==> src/rtl/spi_pkg.sv <==
// rtl/spi_pkg.sv - shared types and constants for the SPI register-write initiator
package spi_pkg;

  localparam int SPI_FRAME_W = 16;

  localparam logic [6:0] SPI_ADDR_EN_OUT_7_0  = 7'h00;
  localparam logic [6:0] SPI_ADDR_EN_OUT_15_8 = 7'h01;
  localparam logic [6:0] SPI_ADDR_EN_PWM_7_0  = 7'h02;
  localparam logic [6:0] SPI_ADDR_EN_PWM_15_8 = 7'h03;
  localparam logic [6:0] SPI_ADDR_PWM_DUTY    = 7'h04;

  typedef enum logic [2:0] {
    IDLE,
    SETUP,
    SHIFT,
    HOLD,
    GAP
  } spi_state_t;

  function automatic logic [SPI_FRAME_W-1:0] spi_frame(
    input logic       rw,
    input logic [6:0] addr,
    input logic [7:0] wdata
  );
    return {rw, addr, wdata};
  endfunction

endpackage

==> src/rtl/spi_sclk_tick.sv <==
// rtl/spi_sclk_tick.sv - one-cycle tick every CLK_DIV clocks while enabled
module spi_sclk_tick #(
  parameter int CLK_DIV = 4
) (
  input  logic clk,
  input  logic rst,
  input  logic clr,
  input  logic en,
  output logic tick
);

  localparam int CNT_W = (CLK_DIV > 1) ? $clog2(CLK_DIV) : 1;
  localparam logic [CNT_W-1:0] RELOAD = CNT_W'(CLK_DIV - 1);

  logic [CNT_W-1:0] cnt_q;

  // Down-counter parked at RELOAD while cleared, so the first tick lands CLK_DIV cycles after enable.
  assign tick = en && (cnt_q == '0);

  always_ff @(posedge clk) begin
    if (rst || clr) begin
      cnt_q <= RELOAD;
    end else if (en) begin
      if (cnt_q == '0) begin
        cnt_q <= RELOAD;
      end else begin
        cnt_q <= cnt_q - 1'b1;
      end
    end
  end

endmodule

==> src/rtl/spi_controller.sv <==
// rtl/spi_controller.sv - mode-0 SPI initiator for 16-bit register-write frames
module spi_controller
  import spi_pkg::*;
#(
  parameter int CLK_DIV = 4
) (
  input  logic       clk,
  input  logic       rst,
  input  logic       start,
  input  logic       rw,
  input  logic [6:0] addr,
  input  logic [7:0] wdata,
  input  logic       cipo,
  output logic       sclk,
  output logic       copi,
  output logic       cs,
  output logic       busy,
  output logic       done,
  output logic [7:0] rdata
);

  spi_state_t             state_q, state_d;
  logic [SPI_FRAME_W-1:0] tx_q, tx_d;
  logic [7:0]             rx_q, rx_d;
  logic [4:0]             bit_q, bit_d;
  logic                   sclk_q, sclk_d;
  logic                   cs_q, cs_d;
  logic                   busy_q, busy_d;
  logic                   done_q, done_d;
  logic [7:0]             rdata_q, rdata_d;
  logic                   tick;

  spi_sclk_tick #(.CLK_DIV(CLK_DIV)) u_tick (
    .clk  (clk),
    .rst  (rst),
    .clr  (state_q == IDLE),
    .en   (state_q != IDLE),
    .tick (tick)
  );

  assign sclk  = sclk_q;
  assign copi  = tx_q[SPI_FRAME_W-1];
  assign cs    = cs_q;
  assign busy  = busy_q;
  assign done  = done_q;
  assign rdata = rdata_q;

  always_ff @(posedge clk) begin
    if (rst) begin
      state_q <= IDLE;
      tx_q    <= '0;
      rx_q    <= '0;
      bit_q   <= '0;
      sclk_q  <= 1'b0;
      cs_q    <= 1'b1;
      busy_q  <= 1'b0;
      done_q  <= 1'b0;
      rdata_q <= '0;
    end else begin
      state_q <= state_d;
      tx_q    <= tx_d;
      rx_q    <= rx_d;
      bit_q   <= bit_d;
      sclk_q  <= sclk_d;
      cs_q    <= cs_d;
      busy_q  <= busy_d;
      done_q  <= done_d;
      rdata_q <= rdata_d;
    end
  end

  always_comb begin
    state_d = state_q;
    tx_d    = tx_q;
    rx_d    = rx_q;
    bit_d   = bit_q;
    sclk_d  = sclk_q;
    cs_d    = cs_q;
    busy_d  = busy_q;
    done_d  = 1'b0;
    rdata_d = rdata_q;
    unique case (state_q)
      IDLE: begin
        if (start) begin
          tx_d    = spi_frame(rw, addr, wdata);
          rx_d    = '0;
          bit_d   = '0;
          sclk_d  = 1'b0;
          cs_d    = 1'b0;
          busy_d  = 1'b1;
          state_d = SETUP;
        end
      end
      SETUP: begin
        if (tick) begin
          sclk_d  = 1'b1;
          rx_d    = {rx_q[6:0], cipo};
          state_d = SHIFT;
        end
      end
      SHIFT: begin
        // bit_q is the bit currently on the wire; the low half after bit 0's fall ends the phase.
        if (tick) begin
          if (sclk_q) begin
            sclk_d = 1'b0;
            tx_d   = {tx_q[SPI_FRAME_W-2:0], 1'b0};
          end else if (bit_q == 5'd15) begin
            state_d = HOLD;
          end else begin
            bit_d  = bit_q + 5'd1;
            sclk_d = 1'b1;
            rx_d   = {rx_q[6:0], cipo};
          end
        end
      end
      HOLD: begin
        if (tick) begin
          cs_d    = 1'b1;
          bit_d   = '0;
          state_d = GAP;
        end
      end
      GAP: begin
        // Two ticks of cs high; bit_q[0] marks the second half.
        if (tick) begin
          if (bit_q[0]) begin
            done_d  = 1'b1;
            busy_d  = 1'b0;
            rdata_d = rx_q;
            bit_d   = '0;
            state_d = IDLE;
          end else begin
            bit_d = 5'd1;
          end
        end
      end
      default: state_d = IDLE;
    endcase
  end

endmodule

==> config.mk <==
export PLATFORM = sky130hd
export DESIGN_NAME = spi_controller
export DESIGN_NICKNAME = d
export VERILOG_FILES = /design/src/rtl/spi_pkg.sv /design/src/rtl/spi_sclk_tick.sv /design/src/rtl/spi_controller.sv
export SDC_FILE = /design/constraint.sdc
export NUM_CORES = 1
export LEC_CHECK = 0
export BUFFER_PORTS_ARGS = -buffer_cell sky130_fd_sc_hd__buf_2
export CORE_MARGIN = 2
export CORE_UTILIZATION = 50
export CTS_BUF_LIST = sky130_fd_sc_hd__clkbuf_8
export DETAILED_ROUTE_END_ITERATION = 10
export HOLD_SLACK_MARGIN = 0.15
export PLACE_DENSITY = 0.71
export SETUP_SLACK_MARGIN = 0.5
export SYNTH_ARGS = -nofsm -noshare
export SYNTH_HDL_FRONTEND = slang
export SYNTH_HIERARCHICAL = 1
export SYNTH_SLANG_ARGS = --single-unit
==> constraint.sdc <==
create_clock -name clk -period 2.23 [get_ports clk]
set_input_delay 0.446 -clock clk [delete_from_list [all_inputs] [get_ports clk]]
set_output_delay 0.446 -clock clk [all_outputs]
set_load 0.03 [all_outputs]
# Word level (Yosys, flattened, before mapping)
# Cells that the tools add are included.
[classes] n_bitwise=2 n_lt_le_gt_ge=0 reduce_logical=19 shifts=0 n_mul=0 n_eq_ne=15 addsub=2 muxes=40 div=0
[ops] cell="$mux W16" count=3
[ops] cell="$mux W8" count=5
[ops] cell="$pmux W16 S2" count=1
[ops] cell="$mux W5" count=6
[ops] cell="$mux W3" count=8
[ops] cell="$pmux W8 S3" count=1
[ops] cell="$ne A2 B2 Y1 const B" count=10
[ops] cell="$pmux W5 S4" count=1
[ops] cell="$pmux W3 S5" count=1
[ops] cell="$reduce_and A4 Y1" count=3
[ops] cell="$mux W1" count=10
[ops] cell="$reduce_and A8 Y1" count=1
[ops] cell="$reduce_and A7 Y1" count=1
[ops] cell="$eq A3 B2 Y1 const B" count=2
[ops] cell="$reduce_and A3 Y1" count=2
[ops] cell="$reduce_and A6 Y1" count=1
[ops] cell="$reduce_bool A2 Y1" count=3
[ops] cell="$reduce_bool A3 Y1" count=2
[ops] cell="$add A5 B1 Y5 const B" count=1
[ops] cell="$eq A5 B4 Y1 const B" count=1
[ops] cell="$pmux W1 S2" count=2
[ops] cell="$reduce_bool A4 Y1" count=1
[ops] cell="$eq A3 B1 Y1 const B" count=1
[ops] cell="$eq A3 B3 Y1 const B" count=1
[ops] cell="other kinds (9)" count=10
[totals] memories=0 inputBits=20 regBits=46 latch_bits=0 word_cells=88 rom_bits=0 out_inout_bits=13 ramBits=0

# Longest topological paths before layout
[logic_depth] word_depth=5 ltp_mapped=10 ltp_nobuf=7

# Modules after synthesis
# Netlist, hierarchy kept.
[modules_own_cells] module="spi_controller" cells_per_inst=240 area_per_inst_um2=2123.3 instances=1
[modules_own_cells] module="spi_sclk_tick" cells_per_inst=12 area_per_inst_um2=106.4 instances=1

# Worst setup path before layout
# OpenSTA, ideal clock, no wires.
[synth_path] path_type="flip-flop to flip-flop" start="reg state_q[2]" end="reg state_q[1]" arrival_ns=2.207 stages_incl_launch_ff=10 slack_ns=-0.098 setup_ns=0.121 synth_period_minus_slack_ns=2.328 path_cell_list="dfxtp_1 > buf_2 > buf_2 > nor3_1 > inv_1 > and2_2 > clkbuf_1 > or3_1 > nand3_1 > mux2_2"
[synth_via] elab_chain_cells=4
[synth_rtl] item="start: declaration" line_no="spi_controller.sv:22" text="spi_state_t state_q, state_d;"
[synth_rtl] item="start signal: assignment" line_no="spi_controller.sv:60" text="state_q <= state_d;"
[synth_rtl] item="$reduce_bool A3 Y1 (*)" line_no="spi_controller.sv:37" text=".en (state_q != IDLE),"
[synth_rtl] item="$logic_and A1 B1 Y1 (*)" line_no="spi_sclk_tick.sv:18" text="assign tick = en && (cnt_q == '0);"
[synth_rtl] item="net tick" line_no="spi_controller.sv:31" text="logic tick;"
[synth_rtl] item="$ne A2 B2 Y1 (no source line)"
[synth_rtl] item="$reduce_and A8 Y1 (no source line) (*)"
# The timed path passes the listed nets; every way through them passes the cells marked *.
# A chain may end at the register's enable or synchronous reset.

# Final worst setup path
[layout_path] start="reg u_tick.cnt_q[0]" end="reg tx_q[6]"
[layout_via] elab_chain_cells=4
[layout_rtl] item="start: declaration" line_no="spi_sclk_tick.sv:15" text="logic [CNT_W-1:0] cnt_q;"
[layout_rtl] item="start signal: assignment" line_no="spi_sclk_tick.sv:27" text="cnt_q <= cnt_q - 1'b1;"
[layout_rtl] item="$logic_not A2 Y1" line_no="spi_sclk_tick.sv:18"
[layout_rtl] item="$logic_and A1 B1 Y1" line_no="spi_sclk_tick.sv:18"
[layout_rtl] item="net tick" line_no="spi_controller.sv:31"
[layout_rtl] item="$ne A2 B2 Y1 (no source line)"
[layout_rtl] item="$reduce_and A4 Y1 (no source line)"
[layout_rtl] item="end signal: assignment" line_no="spi_controller.sv:61" text="tx_q <= tx_d;"
[layout_rtl] item="end: declaration" line_no="spi_controller.sv:23" text="logic [SPI_FRAME_W-1:0] tx_q, tx_d;"
# The timed path passes the listed nets, and every way through them passes these cells.

==> flow_metrics.env <==
export IMPL_maxSlewHeadroom_pct=67.6
export IMPL_diodes=0
export IMPL_yosys_area_share_xor_xnor_pct=0.393
export IMPL_worst_ep_required_time_ns=2.43
export IMPL_fin_skew_ns=0.00555
export IMPL_syn2layout_area_growth_pct=25.9
export IMPL_fillerInstances=357
export IMPL_insertion_delay_ns=0.30
export IMPL_rr_endpoint="tx_q[6]"
export IMPL_drt_pass1_iterations=4
export IMPL_clkTransAtPathRegs_ns=0.09
export IMPL_r2r_start="u_tick/cnt_q[0]"
export IMPL_grt_use_total_pct=20.1
export IMPL_routabilityCongestion=0.813
export IMPL_post_route_min_period_ns=1.74
export IMPL_switching_power_w=0.00100
export IMPL_final_nets=316
export IMPL_clockBufferDepth=2
export IMPL_routed_wl_mm=5.03
export IMPL_hold_ws_ns=0.398
export IMPL_cp_data_arrival_time_ns=1.95
export IMPL_synth_top_family_by_area="simple AND/OR/NAND/NOR gates"
export IMPL_worstHoldEndpoint="rx_q[0]"
export IMPL_min_path_type="in -> reg"
export IMPL_wl_per_cell_um=14.5
export IMPL_via_per_inst=5.47
export IMPL_dieArea_um2=5010
export IMPL_cts_root_buf="clkbuf_8"
export IMPL_drv_slew=0
export IMPL_worstSetupStartpoint="u_tick/cnt_q[0]"
export IMPL_synth_distinct_cells=43
export IMPL_cp_max_fo=10
export IMPL_grt_overflow=0
export IMPL_finalWorstSetupSlack_ns=0.486
export IMPL_leakage_nw=1.10
export IMPL_crit_path_start_kind="register"
export IMPL_dp_slack_ns=0.326
export IMPL_synth_compound_area_share_pct=14.9
export IMPL_start_util_pct=51.6
export IMPL_grt_max_degree=46
export IMPL_synthAdderAreaFrac_pct=1.68
export IMPL_ys_warn_count=6
export IMPL_die_w_um=70.8
export IMPL_syn_avg_cell_area_um2=8.85
export IMPL_intPower_w=0.00177
export IMPL_drt_iter0_drc=108
export IMPL_async_flop_share_pct=0
export IMPL_setup_viol=0
export IMPL_grt_pass1_vias=1791
export IMPL_final_cell_mix="dfxtp_1 (41), nand2_1 (34), buf_2 (32), mux2i_1 (28), nor2_1 (24)"
export IMPL_grt_first_pass_wirelength_mm=8.09
export IMPL_synth_edf_count=0
export IMPL_synthSimpleGateAreaFrac_pct=24.1
export IMPL_ys_seq_elements=46
export IMPL_p_comb_share_pct=42.0
export IMPL_status="finished clean"
export IMPL_syn_cell_area_um2=2230
export IMPL_p_sw_share_pct=36.1
export IMPL_path_buf_inv=2
export IMPL_route_met2_wl_mm=2.55
export IMPL_p_per_area_nw_per_um2=987
export IMPL_end_kind="register"
export IMPL_synth_net_count=275
export IMPL_wl_met1_mm=2.26
export IMPL_drive_above_1_share_pct=30.6
export IMPL_p_clk_share_pct=19.7
export IMPL_worstMarginPinSlew_ns=0.486
export IMPL_synth_cells=252
export IMPL_antenna_found_initial=0
export IMPL_vdd_drop_max_v=0.000612
export IMPL_hold_viol_final=0
export IMPL_numCtsBuffers=5
export IMPL_min_path_cells=3
export IMPL_cp_cell_sequence="inv_1, ha_1, and2_4, nand3_1, a21boi_4, clkbuf_16, nor2_1, a211oi_1"
export IMPL_totalPowerFinal_w=0.00277
export IMPL_fin_tns_setup_ns=0
export IMPL_clock_sinks=46
export IMPL_htreeDepth=2
export IMPL_core_area_um2=4320
export IMPL_synthMuxAreaShare_pct=13.1
export IMPL_reg2reg_slack_ns=0.49
export IMPL_achievable_frequency_ghz=0.573
export IMPL_hp_start="cipo"
export IMPL_slowest_stage="dfxtp_1"
export IMPL_p_seq_share_pct=38.3
export IMPL_cts_tree="done"
export IMPL_synth_seq_area_share_pct=41.3
export IMPL_layout_commonest_cell="dfxtp_1"
export IMPL_rows=24
export IMPL_dr_wl_met3_um=186
export IMPL_vias=1893
export IMPL_post_route_drc_count=0
export IMPL_die_height_um=70.8
export IMPL_postRouteAntennaNets=0
export IMPL_routed_top_layer="met4"
export IMPL_dp_hpwl_mm=3.03
export IMPL_io_pins=33
export IMPL_layout_worst_path_cycle_share_pct=78.2
export IMPL_rsz0062_at_grt="yes"
export IMPL_path_delay_family="compound AO/OA/AOI/OAI gates"
export IMPL_port_buffers=32
export IMPL_worstSetupPathType="reg -> reg"
export IMPL_slowest_delay_ns=0.33
export IMPL_ff2ff_path_depth=8
export IMPL_ys_flop_type="dfxtp_1"
export IMPL_cap_violations=0
export IMPL_cts_hold_buf=0
==> metal layers <==
metal / GRT usage [%] / up-vias
li1: - / 963
met1: 25.5 / 888
met2: 34.1 / 38
met3: 5.13 / 4
met4: 5.45 / 0
met5: 0 / -
==> final cells by class <==
class	instances	area, µm²	share of cell area [%]
clock buffers	6	82.6	2.94
clock inverters	2	12.5	0.446
inverters	6	22.5	0.802
multi-input cells	183	1340	47.6
well taps	52	65.1	2.32
repair buffers	51	354	12.6
flip-flops and latches	46	935	33.3
==> cell families (layout without fill, tap and decap cells) <==
group | after synthesis | after routing
AO/OA/AOI/OAI | 45 | 45
XOR/XNOR | 1 | 1
adder cells (fa/ha/maj) | 3 | 3
buffers and inverters | 23 | 65
flip-flops | 46 | 46
multiplexers | 29 | 29
AND/OR/NAND/NOR | 105 | 105
==> registers in the layout (all words and copies together), names as in the netlist <==
| register | count |
|---|---|
| rdata | 8 |
| bit_q | 5 |
| busy | 1 |
| sclk | 1 |
| u_tick/cnt_q | 2 |
| tx_q | 16 |
| rx_q | 8 |
| done | 1 |
| state_q | 3 |
| cs | 1 |
==> metrics by stage <==
stage | instance area, µm² | util, % | instances
after global routing | 2810 | 64.9 | 346
after global placement | 2490 | 57.6 | 330
after floorplan | 2280 | - | 252
after CTS | 2680 | 62.0 | 342
after detailed placement | 2490 | 57.6 | 330
final | 2810 | 64.9 | 346
==> cell usage after synthesis, types with 4 or more instances <==
cell type,count,area [µm²]
a211oi_1,15,113
a21oi_1,11,55.1
buf_2,8,40.0
clkbuf_1,8,30.0
dfxtp_1,46,921
inv_1,6,22.5
mux2i_1,28,280
nand2_1,34,128
nand2b_1,17,106
nand3_1,4,20.0
nor2_1,25,93.8
or3_1,4,25.0
==> tightest hold or removal path: cells and delay by family <==
kind	cells	cell delay, ns
and+or+nand+nor	1	0.05
buffers and inverters	1	0.10
muxes	1	0.06
==> what timing repair did <==
item	4_1_cts	5_1_grt
gates resized for setup	17	12
setup endpoints to repair	31	26
cloned	0	2
pin swaps	3	4
setup buffers	4	2
==> how the worst max path moves through the flow <==
| stage | endpoint | slack (ns) | cells after the start |
|---|---|---|---|
| after floorplan | state_q[1] | 0.21 | 9 |
| after global placement | bit_q[2] | 0.36 | 6 |
| after detailed placement | rx_q[6] | 0.33 | 7 |
| after CTS | state_q[1] | 0.49 | 6 |
| after global routing | tx_q[6] | 0.42 | 8 |
| final | tx_q[6] | 0.49 | 8 |
==> power by group through the flow <==
stage / Sequential (W) / Clock, W / Combinational [W]
2_1_floorplan: 0.00108 / 0 / 0.000730
3_3_place_gp: 0.00106 / 0 / 0.000933
3_5_place_dp: 0.00107 / 0 / 0.000949
4_1_cts: 0.00105 / 0.000556 / 0.00100
5_1_grt: 0.00108 / 0.000590 / 0.00127
6_report: 0.00106 / 0.000546 / 0.00116
Note: power is estimated with default switching activity, not from simulation.
